### config.mk
export PLATFORM = sky130hd
export DESIGN_NAME = ux607_jtag_tap_ctrl
export DESIGN_NICKNAME = d
export VERILOG_FILES = /design/src/rtl/ux607_jtag_pkg.sv /design/src/rtl/ux607_jtag_sync.sv /design/src/rtl/ux607_jtag_tap_ctrl.sv
export SDC_FILE = /design/constraint.sdc
export NUM_CORES = 1
export LEC_CHECK = 0
export CAP_MARGIN = 10
export CORE_MARGIN = 5
export CORE_UTILIZATION = 45
export CTS_CLUSTER_SIZE = 14
export DETAILED_ROUTE_END_ITERATION = 7
export PLACE_DENSITY = 0.67
export SYNTH_ARGS = -nofsm -noshare
export SYNTH_HDL_FRONTEND = slang
export SYNTH_SLANG_ARGS = --single-unit
### constraint.sdc
create_clock -name clock -period 2.9 [get_ports clock]
set_clock_uncertainty 0.1 [all_clocks]
set_input_delay 0.435 -clock clock [delete_from_list [all_inputs] [get_ports clock]]
set_output_delay 0.435 -clock clock [all_outputs]
set_load 0.05 [all_outputs]
### src/rtl/ux607_jtag_pkg.sv
// Shared TAP encodings, default opcodes and the IEEE 1149.1 next-state function
// for the oversampled JTAG TAP controller.
package ux607_jtag_pkg;

    typedef enum logic [3:0] {
        TAP_EX2DR   = 4'h0,
        TAP_EX1DR   = 4'h1,
        TAP_SHDR    = 4'h2,
        TAP_PAUSEDR = 4'h3,
        TAP_SELIR   = 4'h4,
        TAP_UPDDR   = 4'h5,
        TAP_CAPDR   = 4'h6,
        TAP_SELDR   = 4'h7,
        TAP_EX2IR   = 4'h8,
        TAP_EX1IR   = 4'h9,
        TAP_SHIR    = 4'hA,
        TAP_PAUSEIR = 4'hB,
        TAP_RTI     = 4'hC,
        TAP_UPDIR   = 4'hD,
        TAP_CAPIR   = 4'hE,
        TAP_TLR     = 4'hF
    } tap_state_e;

    typedef enum logic [1:0] {
        DR_BYPASS,
        DR_IDCODE,
        DR_USER
    } dr_sel_e;

    localparam logic [4:0]  JTAG_IR_IDCODE  = 5'h01;
    localparam logic [4:0]  JTAG_IR_USER    = 5'h10;
    localparam logic [4:0]  JTAG_IR_BYPASS  = 5'h1F;
    localparam logic [31:0] JTAG_IDCODE_VAL = 32'h1E20_0A6D;

    function automatic tap_state_e tap_next(input tap_state_e s, input logic tms);
        tap_state_e n;
        n = TAP_TLR;
        case (s)
            TAP_TLR:     n = tms ? TAP_TLR     : TAP_RTI;
            TAP_RTI:     n = tms ? TAP_SELDR   : TAP_RTI;
            TAP_SELDR:   n = tms ? TAP_SELIR   : TAP_CAPDR;
            TAP_CAPDR:   n = tms ? TAP_EX1DR   : TAP_SHDR;
            TAP_SHDR:    n = tms ? TAP_EX1DR   : TAP_SHDR;
            TAP_EX1DR:   n = tms ? TAP_UPDDR   : TAP_PAUSEDR;
            TAP_PAUSEDR: n = tms ? TAP_EX2DR   : TAP_PAUSEDR;
            TAP_EX2DR:   n = tms ? TAP_UPDDR   : TAP_SHDR;
            TAP_UPDDR:   n = tms ? TAP_SELDR   : TAP_RTI;
            TAP_SELIR:   n = tms ? TAP_TLR     : TAP_CAPIR;
            TAP_CAPIR:   n = tms ? TAP_EX1IR   : TAP_SHIR;
            TAP_SHIR:    n = tms ? TAP_EX1IR   : TAP_SHIR;
            TAP_EX1IR:   n = tms ? TAP_UPDIR   : TAP_PAUSEIR;
            TAP_PAUSEIR: n = tms ? TAP_EX2IR   : TAP_PAUSEIR;
            TAP_EX2IR:   n = tms ? TAP_UPDIR   : TAP_SHIR;
            TAP_UPDIR:   n = tms ? TAP_SELDR   : TAP_RTI;
            default:     n = TAP_TLR;
        endcase
        return n;
    endfunction

endpackage

### src/rtl/ux607_jtag_sync.sv
// N-stage flop synchronizer for one asynchronous pin-port signal.
module ux607_jtag_sync #(
    parameter int STAGES = 2
) (
    input  logic clock,
    input  logic rst_n,
    input  logic d,
    output logic q
);

    logic [STAGES-1:0] sync_q;
    logic [STAGES-1:0] sync_d;

    always_comb begin
        sync_d    = sync_q << 1;
        sync_d[0] = d;
    end

    always_ff @(posedge clock or negedge rst_n) begin
        if (!rst_n) sync_q <= '0;
        else        sync_q <= sync_d;
    end

    assign q = sync_q[STAGES-1];

endmodule

### src/rtl/ux607_jtag_tap_ctrl.sv
// JTAG TAP controller clocked by the system clock: TCK is oversampled and its
// edges become single-cycle strobes that step the TAP FSM and shift registers.
module ux607_jtag_tap_ctrl
    import ux607_jtag_pkg::*;
#(
    parameter int              IR_W        = 5,
    parameter logic [31:0]     IDCODE_VAL  = JTAG_IDCODE_VAL,
    parameter logic [IR_W-1:0] IR_IDCODE   = JTAG_IR_IDCODE,
    parameter logic [IR_W-1:0] IR_USER     = JTAG_IR_USER,
    parameter int              USER_W      = 32,
    parameter int              SYNC_STAGES = 2
) (
    input  logic              clock,
    input  logic              rst_n,
    input  logic              jtag_tck,
    input  logic              jtag_tms,
    input  logic              jtag_tdi,
    input  logic              jtag_trst,
    output logic              jtag_tdo,
    output logic              jtag_drv_tdo,
    output logic [3:0]        tap_state,
    output logic [IR_W-1:0]   ir_q,
    output logic              user_capture,
    input  logic [USER_W-1:0] user_capture_data,
    output logic              user_update,
    output logic [USER_W-1:0] user_update_data
);

    localparam logic [IR_W-1:0] IR_CAPTURE = {{(IR_W-2){1'b0}}, 2'b01};

    logic tck_s, tms_s, tdi_s, trst_s;
    logic tck_hist_q;
    logic tck_rise, tck_fall;

    ux607_jtag_sync #(.STAGES(SYNC_STAGES)) u_sync_tck  (.clock(clock), .rst_n(rst_n), .d(jtag_tck),  .q(tck_s));
    ux607_jtag_sync #(.STAGES(SYNC_STAGES)) u_sync_tms  (.clock(clock), .rst_n(rst_n), .d(jtag_tms),  .q(tms_s));
    ux607_jtag_sync #(.STAGES(SYNC_STAGES)) u_sync_tdi  (.clock(clock), .rst_n(rst_n), .d(jtag_tdi),  .q(tdi_s));
    ux607_jtag_sync #(.STAGES(SYNC_STAGES)) u_sync_trst (.clock(clock), .rst_n(rst_n), .d(jtag_trst), .q(trst_s));

    assign tck_rise = tck_s & ~tck_hist_q;
    assign tck_fall = ~tck_s & tck_hist_q;

    tap_state_e        state_q, state_d;
    logic [IR_W-1:0]   ir_d;
    logic [IR_W-1:0]   ir_shift_q, ir_shift_d;
    logic [31:0]       idcode_shift_q, idcode_shift_d;
    logic              bypass_q, bypass_d;
    logic [USER_W-1:0] user_shift_q, user_shift_d;
    logic [USER_W-1:0] user_update_data_q, user_update_data_d;
    logic              tdo_q, tdo_d;
    logic              drv_q, drv_d;
    logic              cap_q, cap_d;
    logic              upd_q, upd_d;
    dr_sel_e           dr_sel;
    logic              dr_lsb;

    always_comb begin
        if (ir_q == IR_IDCODE)    dr_sel = DR_IDCODE;
        else if (ir_q == IR_USER) dr_sel = DR_USER;
        else                      dr_sel = DR_BYPASS;
        case (dr_sel)
            DR_IDCODE: dr_lsb = idcode_shift_q[0];
            DR_USER:   dr_lsb = user_shift_q[0];
            default:   dr_lsb = bypass_q;
        endcase
    end

    always_comb begin
        state_d            = state_q;
        ir_d               = ir_q;
        ir_shift_d         = ir_shift_q;
        idcode_shift_d     = idcode_shift_q;
        bypass_d           = bypass_q;
        user_shift_d       = user_shift_q;
        user_update_data_d = user_update_data_q;
        tdo_d              = tdo_q;
        drv_d              = drv_q;
        cap_d              = 1'b0;
        upd_d              = 1'b0;

        // TRST has priority over any TCK strobe in the same clock
        if (trst_s) begin
            state_d = TAP_TLR;
            ir_d    = IR_IDCODE;
        end else if (tck_rise) begin
            state_d = tap_next(state_q, tms_s);
            if (state_d == TAP_TLR) ir_d = IR_IDCODE;
            case (state_q)
                TAP_CAPIR: ir_shift_d = IR_CAPTURE;
                TAP_SHIR:  ir_shift_d = {tdi_s, ir_shift_q[IR_W-1:1]};
                TAP_CAPDR: begin
                    case (dr_sel)
                        DR_IDCODE: idcode_shift_d = IDCODE_VAL;
                        DR_USER: begin
                            user_shift_d = user_capture_data;
                            cap_d        = 1'b1;
                        end
                        default:   bypass_d = 1'b0;
                    endcase
                end
                TAP_SHDR: begin
                    case (dr_sel)
                        DR_IDCODE: idcode_shift_d = {tdi_s, idcode_shift_q[31:1]};
                        DR_USER:   user_shift_d   = {tdi_s, user_shift_q[USER_W-1:1]};
                        default:   bypass_d       = tdi_s;
                    endcase
                end
                default: ;
            endcase
        end else if (tck_fall) begin
            drv_d = (state_q == TAP_SHIR) || (state_q == TAP_SHDR);
            if (state_q == TAP_SHIR)      tdo_d = ir_shift_q[0];
            else if (state_q == TAP_SHDR) tdo_d = dr_lsb;
            if (state_q == TAP_UPDIR) ir_d = ir_shift_q;
            if (state_q == TAP_UPDDR && ir_q == IR_USER) begin
                user_update_data_d = user_shift_q;
                upd_d              = 1'b1;
            end
        end
    end

    always_ff @(posedge clock or negedge rst_n) begin
        if (!rst_n) begin
            tck_hist_q         <= 1'b0;
            state_q            <= TAP_TLR;
            ir_q               <= IR_IDCODE;
            ir_shift_q         <= '0;
            idcode_shift_q     <= '0;
            bypass_q           <= 1'b0;
            user_shift_q       <= '0;
            user_update_data_q <= '0;
            tdo_q              <= 1'b0;
            drv_q              <= 1'b0;
            cap_q              <= 1'b0;
            upd_q              <= 1'b0;
        end else begin
            tck_hist_q         <= tck_s;
            state_q            <= state_d;
            ir_q               <= ir_d;
            ir_shift_q         <= ir_shift_d;
            idcode_shift_q     <= idcode_shift_d;
            bypass_q           <= bypass_d;
            user_shift_q       <= user_shift_d;
            user_update_data_q <= user_update_data_d;
            tdo_q              <= tdo_d;
            drv_q              <= drv_d;
            cap_q              <= cap_d;
            upd_q              <= upd_d;
        end
    end

    assign tap_state        = state_q;
    assign jtag_tdo         = tdo_q;
    assign jtag_drv_tdo     = drv_q;
    assign user_capture     = cap_q;
    assign user_update      = upd_q;
    assign user_update_data = user_update_data_q;

endmodule

==> results of run 1 <==
## registers in the layout, summed over array words and instances, names as in the netlist
signal and cells:
u_sync_tms.sync_q 2, user_capture 1, tck_hist_q 1, user_update 1, bypass_q 1, tap_state 4, jtag_tdo 1, user_update_data 32
u_sync_tdi.sync_q 2, jtag_drv_tdo 1, user_shift_q 32, u_sync_trst.sync_q 2, ir_q 5, u_sync_tck.sync_q 2, idcode_shift_q 32, ir_shift_q 5
## synth_stat cells (all sizes together)
library cell / count
clkbuf: 11
a32oi: 1
buf: 19
dfstp: 5
nor4bb: 1
o32ai: 1
or2: 1
a22oi: 3
a31oi: 1
dfrtp: 119
a21boi: 1
o22ai: 1
o21ba: 1
nand4: 3
a221oi: 1
nand2b: 3
a211o: 1
a21oi: 5
mux2: 35
and4: 1
ha: 2
a311o: 1
nor2: 27
and4b: 1
and3: 3
o211ai: 1
a22o: 8
inv: 7
nand4b: 2
o21ai: 36
nor3b: 5
mux2i: 31
nand3: 22
o31ai: 2
nand2: 76
nor2b: 4
a41o: 1
nor3: 15
## report_power, final
group          switching, mW  internal (mW)
sequential            0.0314           1.76
clock                  0.774           1.47
combinational          0.116          0.100
## repair_timing
item | 4_1_cts | 5_1_grt
hold buffers | 1 | 0
endpoints found under the setup margin | 0 | 0
endpoints found under the hold margin | 8 | 0
## final cells by class
| cell class | instances | area share [%] |
|---|---|---|
| clock buffer | 19 | 6.40 |
| tap | 143 | 2.58 |
| timing repair buffer | 92 | 13.3 |
| sequential | 124 | 44.9 |
| multi-input combinational | 297 | 29.7 |
| inverter | 7 | 0.379 |
| clock inverter | 13 | 2.75 |
## worst max path at each step
stage                     cells after the start    startpoint                   to
after floorplan                               6  tap_state[2]  user_update_data[0]
after global placement                        6    tck_hist_q   idcode_shift_q[31]
after detailed placement                      6    tck_hist_q   idcode_shift_q[31]
after CTS                                     1  tap_state[3]         tap_state[3]
after global routing                          1  tap_state[3]         tap_state[3]
final                                         1  tap_state[3]         tap_state[3]
## layer usage
layer,part of all wire [%],global-route usage (%),vias to the layer above
met2,45,23.7,79
met4,0.85,4.34,0
met1,49,22.3,1742
met5,0,0,-
li1,-,-,1753
met3,4.8,5.26,7
## cell families (layout without fill, tap and decap cells)
family | count (synthesis) | count (layout) | synth area share (%)
and+or+nand+nor | 164 | 164 | 14.9
DFF | 124 | 124 | 58.0
muxes | 66 | 66 | 15.2
AOI/OAI and AO/OA | 65 | 65 | 7.56
buffers and inverters | 37 | 131 | 3.85
adders and majority gates | 2 | 2 | 0.466
==> reports/metrics.cfg, run 1 <==
[status]
status = finished clean

[power]
finalPower_mw = 4.25
powerDensity_nw_per_um2 = 614
peakVddDrop_v = 0.000322
p_leak_nw = 3.26

[global_routing]
grt_pass1_vias = 3690
grt_max_degree = 79
antenna_found_initial = 0
grt_overflow = 0
grt_pass1_wl_um = 18200
track_usage_pct = 15.9

[finish]
fill_cells = 948
nNetsFinal = 579
final_common_cell = dfrtp_1
seq_area_um2 = 3110
postLayoutCellArea_um2 = 6930
layout_common_cells = dfrtp_1 (119), clkdlybuf4s50_1 (81), nand2_1 (76)
area_growth_pct = 29.1
multiInputGateArea_um2 = 2060
fin_cells = 695
post-route-util_pct = 59.9
antenna_cells = 0
drive_above_1_share_pct = 16.7

[clocking]
cts_buffers = 17
clkSinkCount = 124
cts_tree = built
clock_tree.buffer_depth = 2
cts_setup_buffers = 0
clock-root-buffer = clkbuf_16
cts_resized = 0
clk_pin_slew_ps = 50
h-tree-depth = 4
clk_latency_ps = 400

[place]
place_ws_ps = 634
io_buffers = 82
post_dp_cell_area_um2 = 6280
place.gp.congestion = 0.766
dp_cells = 662
dp.final_hpwl_um = 6810

[synthesis]
avgSynthCellArea_um2 = 11.7
yosys.area.top_type = dfrtp_1
netlist_top_cells_area = dfrtp_1 (56%), mux2_4 (8.4%), mux2i_1 (5.8%)
postSynthCellCount = 458
syn-num-nets = 498
syn_area_um2 = 5370
yosysTopAreaCellShare_pct = 55.5
ys_ff_latch = 124
ys_seq_area_share_pct = 58.0
yosys_warnings = 0
synth_cell_types = 46

[setup_path]
r2r-start = tck_hist_q
critical_path_required_ps = 2370
critPathArrivalTime_ps = 2010
r2r_setup_slack_ps = 600
path_delay_family = buffers and inverters
cp_num_buf_inv = 1
cp_max_fo = 17
crit_type = register to primary output
crit_path_start_kind = register
end_kind = primary output
worst_r2r_endpoint = idcode_shift_q[31]
max_stage_delay_ps = 870
slowest_stage = clkdlybuf4s50_1
rr_worst_depth = 6
worstPathCellList = clkdlybuf4s50_1

[min_path]
min_delay_path_depth = 0
min_to = u_sync_trst.sync_q[1]
hp-class = register to register
min_from = u_sync_trst.sync_q[0]

[floorplanning]
die_x_um = 119
num_io_pins = 83
placementRows = 39
start_util_pct = 46.4
die-height_um = 119
core_um2 = 11600
dieArea_um2 = 14200

[drt]
vias = 3581
via_per_inst = 5.15
wl_um = 10600
drt-pass1-iter-count = 4
detail-route-antenna-nets = 0
post-route-drc-count = 0
routedWlPerCell_um = 15.2
dr.first_iter.drc_count = 259

[timing]
setup_tns_ps = 0
tightestPinTransition_ps = 700
hold_viol = 0
rsz0062_at_grt = no
slew_viol_final = 0
worst_slack_ps = 359
final.period_utilization_pct = 87.6
period_needed_ps = 2540
slew_headroom_pct = 53.2
hold_ws_ps = 246
fmax_ghz = 0.394
setup_viol_count_final = 0

[flow_run]
maxCapViolCount = 0

Note: power is estimated with default switching activity, not from simulation.
==> run 2, diff against run 1 <==
- CORE_UTILIZATION: 45 -> 60
- CTS_CLUSTER_DIAMETER: default -> 40
- DONT_BUFFER_PORTS: default -> 1
- PLACE_DENSITY: 0.67 -> 0.74
==> run 2 against run 1 <==
- the flow now finishes with violations (negative hold slack)
- count of clock-buffer cells in the layout is the same
- cell count fell by 14%
- sequential power is essentially flat
- maximum frequency is 8.9% higher
- combinational power fell by 45%
- global-route usage up 4.9 points
- via count down 3.8%
- design area down 11%
- utilization increased by 11 points
- sequential share of layout area grew 5.4 points
- die area decreased by 23%
- setup slack better by 210 ps
- critical endpoint is now user_shift_q[1]
- largest power group unchanged
==> reports/metrics.cfg, run 2 (synthesized netlist as in run 1, its figures left out) <==
[status]
status = finished, violations left
violations = negative hold slack

[min_path]
hp-class = input port to asynchronous set/reset pin

[place]
post_dp_cell_area_um2 = 5410  ; -14%
dp.final_hpwl_um = 6430  ; -5.6%
place.gp.congestion = 0.811  ; +6.0%
io_buffers = 0  ; -100%
dp_cells = 545  ; -18%

[global_routing]
grt_pass1_vias = 3613  ; -2.1%
grt_overflow = 0  ; unchanged
track_usage_pct = 20.8  ; +4.9 points
antenna_found_initial = 0  ; unchanged
grt_pass1_wl_um = 18200  ; -0.19%
grt_max_degree = 125  ; +58%

[power]
internal_power_mw = 3.16  ; -5.2%
p_leak_nw = 3.00  ; -7.9%
p_sw_share_pct = 22.0  ; +0.30 points
p_sw_mw = 0.889  ; -3.5%
clockPowerShare_pct = 52.3  ; -0.4 points
peakVddDrop_v = 0.000401  ; +25%
comb_power_share_pct = 2.9  ; -2.2 points
powerDensity_nw_per_um2 = 654  ; +6.6%
seqPwrFrac_pct = 44.8  ; +2.6 points

[setup_path]
critical_path_required_ps = 3170  ; +800 ps
crit_type = register to register
end_kind = register
critPathArrivalTime_ps = 2600  ; +590 ps
cp_max_fo = 44  ; +27
crit_path_start_kind = register

[finish]
layout_common_cells = dfrtp_1 (119), nand2_1 (76), o21ai_1 (32)
drive_above_1_share_pct = 18.7  ; +2.0 points
final_common_cell = dfrtp_1
post-route-util_pct = 70.9  ; +11 points
multiInputGateArea_um2 = 2060  ; unchanged
nNetsFinal = 514  ; -11%
seq_area_um2 = 3110  ; unchanged
antenna_cells = 0  ; unchanged
fill_cells = 576  ; -39%
postLayoutCellArea_um2 = 6190  ; -11%
area_growth_pct = 15.3
fin_cells = 595  ; -14%

[floorplanning]
num_io_pins = 83  ; unchanged
core_um2 = 8720  ; -25%
placementRows = 34  ; -13%
die-height_um = 105  ; -12%
die_x_um = 105  ; -12%
dieArea_um2 = 10900  ; -23%
start_util_pct = 61.5  ; +15 points

[clocking]
h-tree-depth = 4  ; unchanged
clk_pin_slew_ps = 60  ; about the same
cts_setup_buffers = 0  ; unchanged
cts_tree = built
clkSinkCount = 124  ; unchanged
clock-root-buffer = clkbuf_8
cts_buffers = 17  ; unchanged
clock_tree.buffer_depth = 2  ; unchanged
hold_buffers = 18  ; +17
cts_resized = 0  ; unchanged
clk_latency_ps = 510  ; +110 ps

[timing]
fmax_ghz = 0.429  ; +8.9%
setup_viol_count_final = 0  ; unchanged
slew_viol_final = 0  ; unchanged
rsz0062_at_grt = no
slew_headroom_pct = 54.1  ; +0.85 points
hold_viol = 124  ; +124
period_needed_ps = 2330  ; -208 ps
setup_tns_ps = 0  ; unchanged
tightestPinTransition_ps = 687  ; -12.7 ps
hold_ws_ps = -487  ; -733 ps
final.period_utilization_pct = 80.5  ; -7.2 points

[drt]
via_per_inst = 5.79  ; +12%
vias = 3444  ; -3.8%
wl_um = 10700  ; +1.5%
routedWlPerCell_um = 18.0  ; +19%
drt-pass1-iter-count = 4  ; unchanged
dr.first_iter.drc_count = 158  ; -39%
detail-route-antenna-nets = 0  ; unchanged
post-route-drc-count = 0  ; unchanged

[flow_run]
maxCapViolCount = 0  ; unchanged

==> run 2: cell count changes in the layout (fill, tap and decap cells not counted) <==
cell             before  now
clkbuf_8              1    2
buf_12                2    1
inv_6                 1    2
inv_8                 1    0
clkinv_4              2    3
clkdlybuf4s50_1      81    0
dlygate4sd3_1         1   18
clkbuf_16            17   16
bufinv_16             4    3
==> run 2: final cells by class <==
cell class,instances,share of cell area (%)
Timing Repair Buffer,27,4.21
Inverter,7,0.425
Sequential cell,124,50.3
Clock inverter,13,2.69
Clock buffer,19,6.98
Multi-Input combinational cell,297,33.3
Tap cell,108,2.18
==> run 2: worst paths after layout <==
check | endpoint | cells past startpoint | slack [ps] | from
worst min register to register | u_sync_tms.sync_q[1] | 0 | 250 | u_sync_tms.sync_q[0]
worst max register to register | user_shift_q[1] | 5 | 570 | tap_state[1]
min in group clock | user_shift_q[17] | 2 | 20 | user_capture_data[17]
worst min-delay path | user_shift_q[11] | 0 | -490 | rst_n
max in group asynchronous | ir_q[0] | 0 | 2960 | rst_n
worst max-delay path | user_shift_q[1] | 5 | 570 | tap_state[1]
==> run 2: routing by layer <==
layer	track usage [%]	routed length, um	up-vias
li1	-	-	1621
met1	25.9	4560	1702
met2	32.9	5300	103
met3	6.97	662	18
met4	9.71	205	0
met5	0	0	-
==> run 2: through the flow <==
step	setup slack [ps]	power [mW]	hold slack, ps
2_1_floorplan	848	1.92	39.4
6_report	567	4.05	-487
3_3_place_gp	665	1.94	42.3
5_1_grt	370	4.21	-525
3_5_place_dp	613	1.94	42.5
4_1_cts	561	4.08	-516
==> run 2: power groups by stage <==
stage	sequential [mW]	clock, mW	combinational [mW]
floorplan	1.83	0	0.0853
global placement	1.84	0	0.0928
detailed placement	1.84	0	0.0954
CTS	1.81	2.15	0.117
global route	1.82	2.26	0.129
finish	1.81	2.12	0.118
==> run 2: worst max-delay path, stage by stage, from the launching register on <==
cell and delay, ps:
dfstp_2 660, nor3b_2 380, nor2b_4 340, buf_12 320
mux2i_1 290, o21ai_1 90
==> run 3, diff against run 2 <==
- clock period: 2.9 -> 2.3 ns (I/O delays scaled with it)
==> run 3 against run 2 <==
- the run still ends with negative hold slack left
- critical path depth is 1 higher
- combinational power grew 72%
- via count up 3.8%
- power increased by 24%
- first-iteration DRC count up 37%
- clock power up 20%
- wire length increased by 1.3%
- maximum frequency rose by 10%
- utilization increased by 3.0 points
- register-to-register slack worse by 380 ps
- critical endpoint is now user_shift_q[20]
- largest cell class unchanged
- largest power group unchanged
- highest routed layer unchanged
==> reports/metrics.cfg, run 3 (synthesized netlist as in run 1, its figures left out) <==
[status]
status = finished, violations left
violations = negative hold slack

[clocking]
h-tree-depth = 4  ; unchanged
hold_buffers = 36  ; +18
cts_setup_buffers = 0  ; unchanged
cts_tree = built
clock_tree.buffer_depth = 2  ; unchanged
clock-root-buffer = clkbuf_8
clkSinkCount = 124  ; unchanged
clk_latency_ps = 520  ; about the same
cts_buffers = 17  ; unchanged
clk_pin_slew_ps = 60  ; about the same

[timing]
setup_viol_count_final = 0  ; unchanged
hold_ws_ps = -585  ; -98.3 ps
slew_viol_final = 0  ; unchanged
tightestPinTransition_ps = 601  ; -85.5 ps
worst_slack_ps = 186  ; -381 ps
hold_viol = 124  ; unchanged
fmax_ghz = 0.473  ; +10%
rsz0062_at_grt = no
final.period_utilization_pct = 91.9  ; +11 points
setup_tns_ps = 0  ; unchanged
slew_headroom_pct = 59.9  ; +5.8 points
period_needed_ps = 2110  ; -219 ps

[min_path]
hp-class = input port to asynchronous set/reset pin

[place]
dp_cells = 557  ; +2.2%
place.gp.congestion = 0.825  ; +1.7%
dp.final_hpwl_um = 6480  ; +0.85%
place_ws_ps = 210  ; -404 ps
io_buffers = 0  ; unchanged

[global_routing]
grt_pass1_vias = 3721  ; +3.0%
grt_util_met3_pct = 6.91  ; -0.062 points
grt_busiest_layer = met2
track_usage_pct = 21.2  ; +0.37 points
met2_usage_pct = 33.0  ; +0.045 points
grt_pass1_wl_um = 18900  ; +4.0%
use_met1_pct = 27.8  ; +1.9 points
antenna_found_initial = 0  ; unchanged
grt_max_degree = 125  ; unchanged
grt_overflow = 0  ; unchanged

[finish]
antenna_cells = 0  ; unchanged
post-route-util_pct = 73.9  ; +3.0 points
area_growth_pct = 20.1
fill_cells = 571  ; -0.87%
layout_common_cells = dfrtp_1 (119), nand2_1 (76), dlygate4sd3_1 (36)
final_common_cell = dfrtp_1
nNetsFinal = 544  ; +5.8%
drive_above_1_share_pct = 20.2  ; +1.5 points
fin_cells = 624  ; +4.9%

[setup_path]
crit_path_start_kind = register
r2r_setup_slack_ps = 190  ; -380 ps
r2r-start = tap_state[3]
worstPathCellList = buf_4 -> nor3b_2 -> nand4_1 -> buf_4 -> nand2_1 -> o21ai_1
critPathArrivalTime_ps = 2450  ; -150 ps
critical_path_required_ps = 2640  ; -530 ps
slowest_stage = dfstp_2
end_kind = register
worst_r2r_endpoint = user_shift_q[20]
crit_type = register to register
cp-startpoint = tap_state[3]
rr_worst_depth = 6  ; +1
cpMostUsedCell = buf_4
max_stage_delay_ps = 610  ; -50 ps
cp_max_fo = 65  ; +48%
crit_end = user_shift_q[20]

[floorplanning]
die-height_um = 105  ; unchanged
core_um2 = 8720  ; unchanged
die_x_um = 105  ; unchanged
start_util_pct = 61.5  ; unchanged
num_io_pins = 83  ; unchanged
placementRows = 34  ; unchanged
dieArea_um2 = 10900  ; unchanged

[power]
p_leak_nw = 3.12  ; +4.0%
powerDensity_nw_per_um2 = 780  ; +19%
peakVddDrop_v = 0.000494  ; +23%

[drt]
via_per_inst = 5.73  ; -1.0%
detail-route-antenna-nets = 0  ; unchanged
vias = 3574  ; +3.8%
dr.first_iter.drc_count = 216  ; +37%
post-route-drc-count = 0  ; unchanged
wl_um = 10900  ; +1.3%
routedWlPerCell_um = 17.4  ; -3.4%
drt-pass1-iter-count = 4  ; unchanged

[flow_run]
maxCapViolCount = 0  ; unchanged

run 3: changes by cell type in the layout (fill, tap and decap cells not counted):
cell           delta
clkbuf_1          -1
bufinv_16         -1
dlygate4sd3_1    +18
buf_12            +1
nor2b_2           +1
buf_4            +11
clkinvlp_4        +2
inv_8             +1
inv_6             -2
nor2b_1           -1
run 3: layout make-up:
type	count	area (um^2)	share of cell area, %
Clock buffer	18	428	6.64
Inverter	7	26.3	0.408
Sequential cell	124	3110	48.2
Tap cell	108	135	2.10
Timing Repair Buffer	57	543	8.42
Multi-Input combinational cell	297	2060	31.9
Clock inverter	13	145	2.25
run 3: stage by stage:
| stage | cell area, um^2 | power [mW] |
|---|---|---|
| after detailed placement | 5510 | 2.46 |
| final | 6450 | 5.03 |
| after floorplan | 5370 | 2.42 |
| after global placement | 5510 | 2.45 |
| after CTS | 6440 | 5.06 |
| after global routing | 6450 | 5.20 |
run 3: worst min-delay path by stage:
stage                      from          endpoint  cells past startpoint
after global routing      rst_n  user_shift_q[11]                      0
after global placement    rst_n  user_shift_q[11]                      0
after CTS                 rst_n  user_shift_q[11]                      0
after detailed placement  rst_n  user_shift_q[11]                      0
final                     rst_n  user_shift_q[11]                      0
after floorplan           rst_n          bypass_q                      0
run 3: what timing repair did:
action                                 CTS  global route
resized for setup                        0             1
setup endpoints to repair                0             7
endpoints found under the hold margin  160           124
run 3: worst max-delay path, delay by kind of cell, from the launching register on:
family | cells | cell delay [ps]
DFF | 1 | 610
AOI/OAI and AO/OA | 1 | 120
buffers and inverters | 2 | 810
and+or+nand+nor | 3 | 380
run 3: layer usage:
layer	share of wire, %	wire, um	vias up
met3	6.0	654	27
met1	43	4730	1777
li1	-	-	1683
met4	2.1	228	0
met5	0	0	-
met2	48	5270	87
run 3: power breakdown:
group	switching, mW	internal [mW]
combinational	0.0979	0.105
clock	0.986	1.57
sequential	0.0481	2.22
total	1.13	3.90
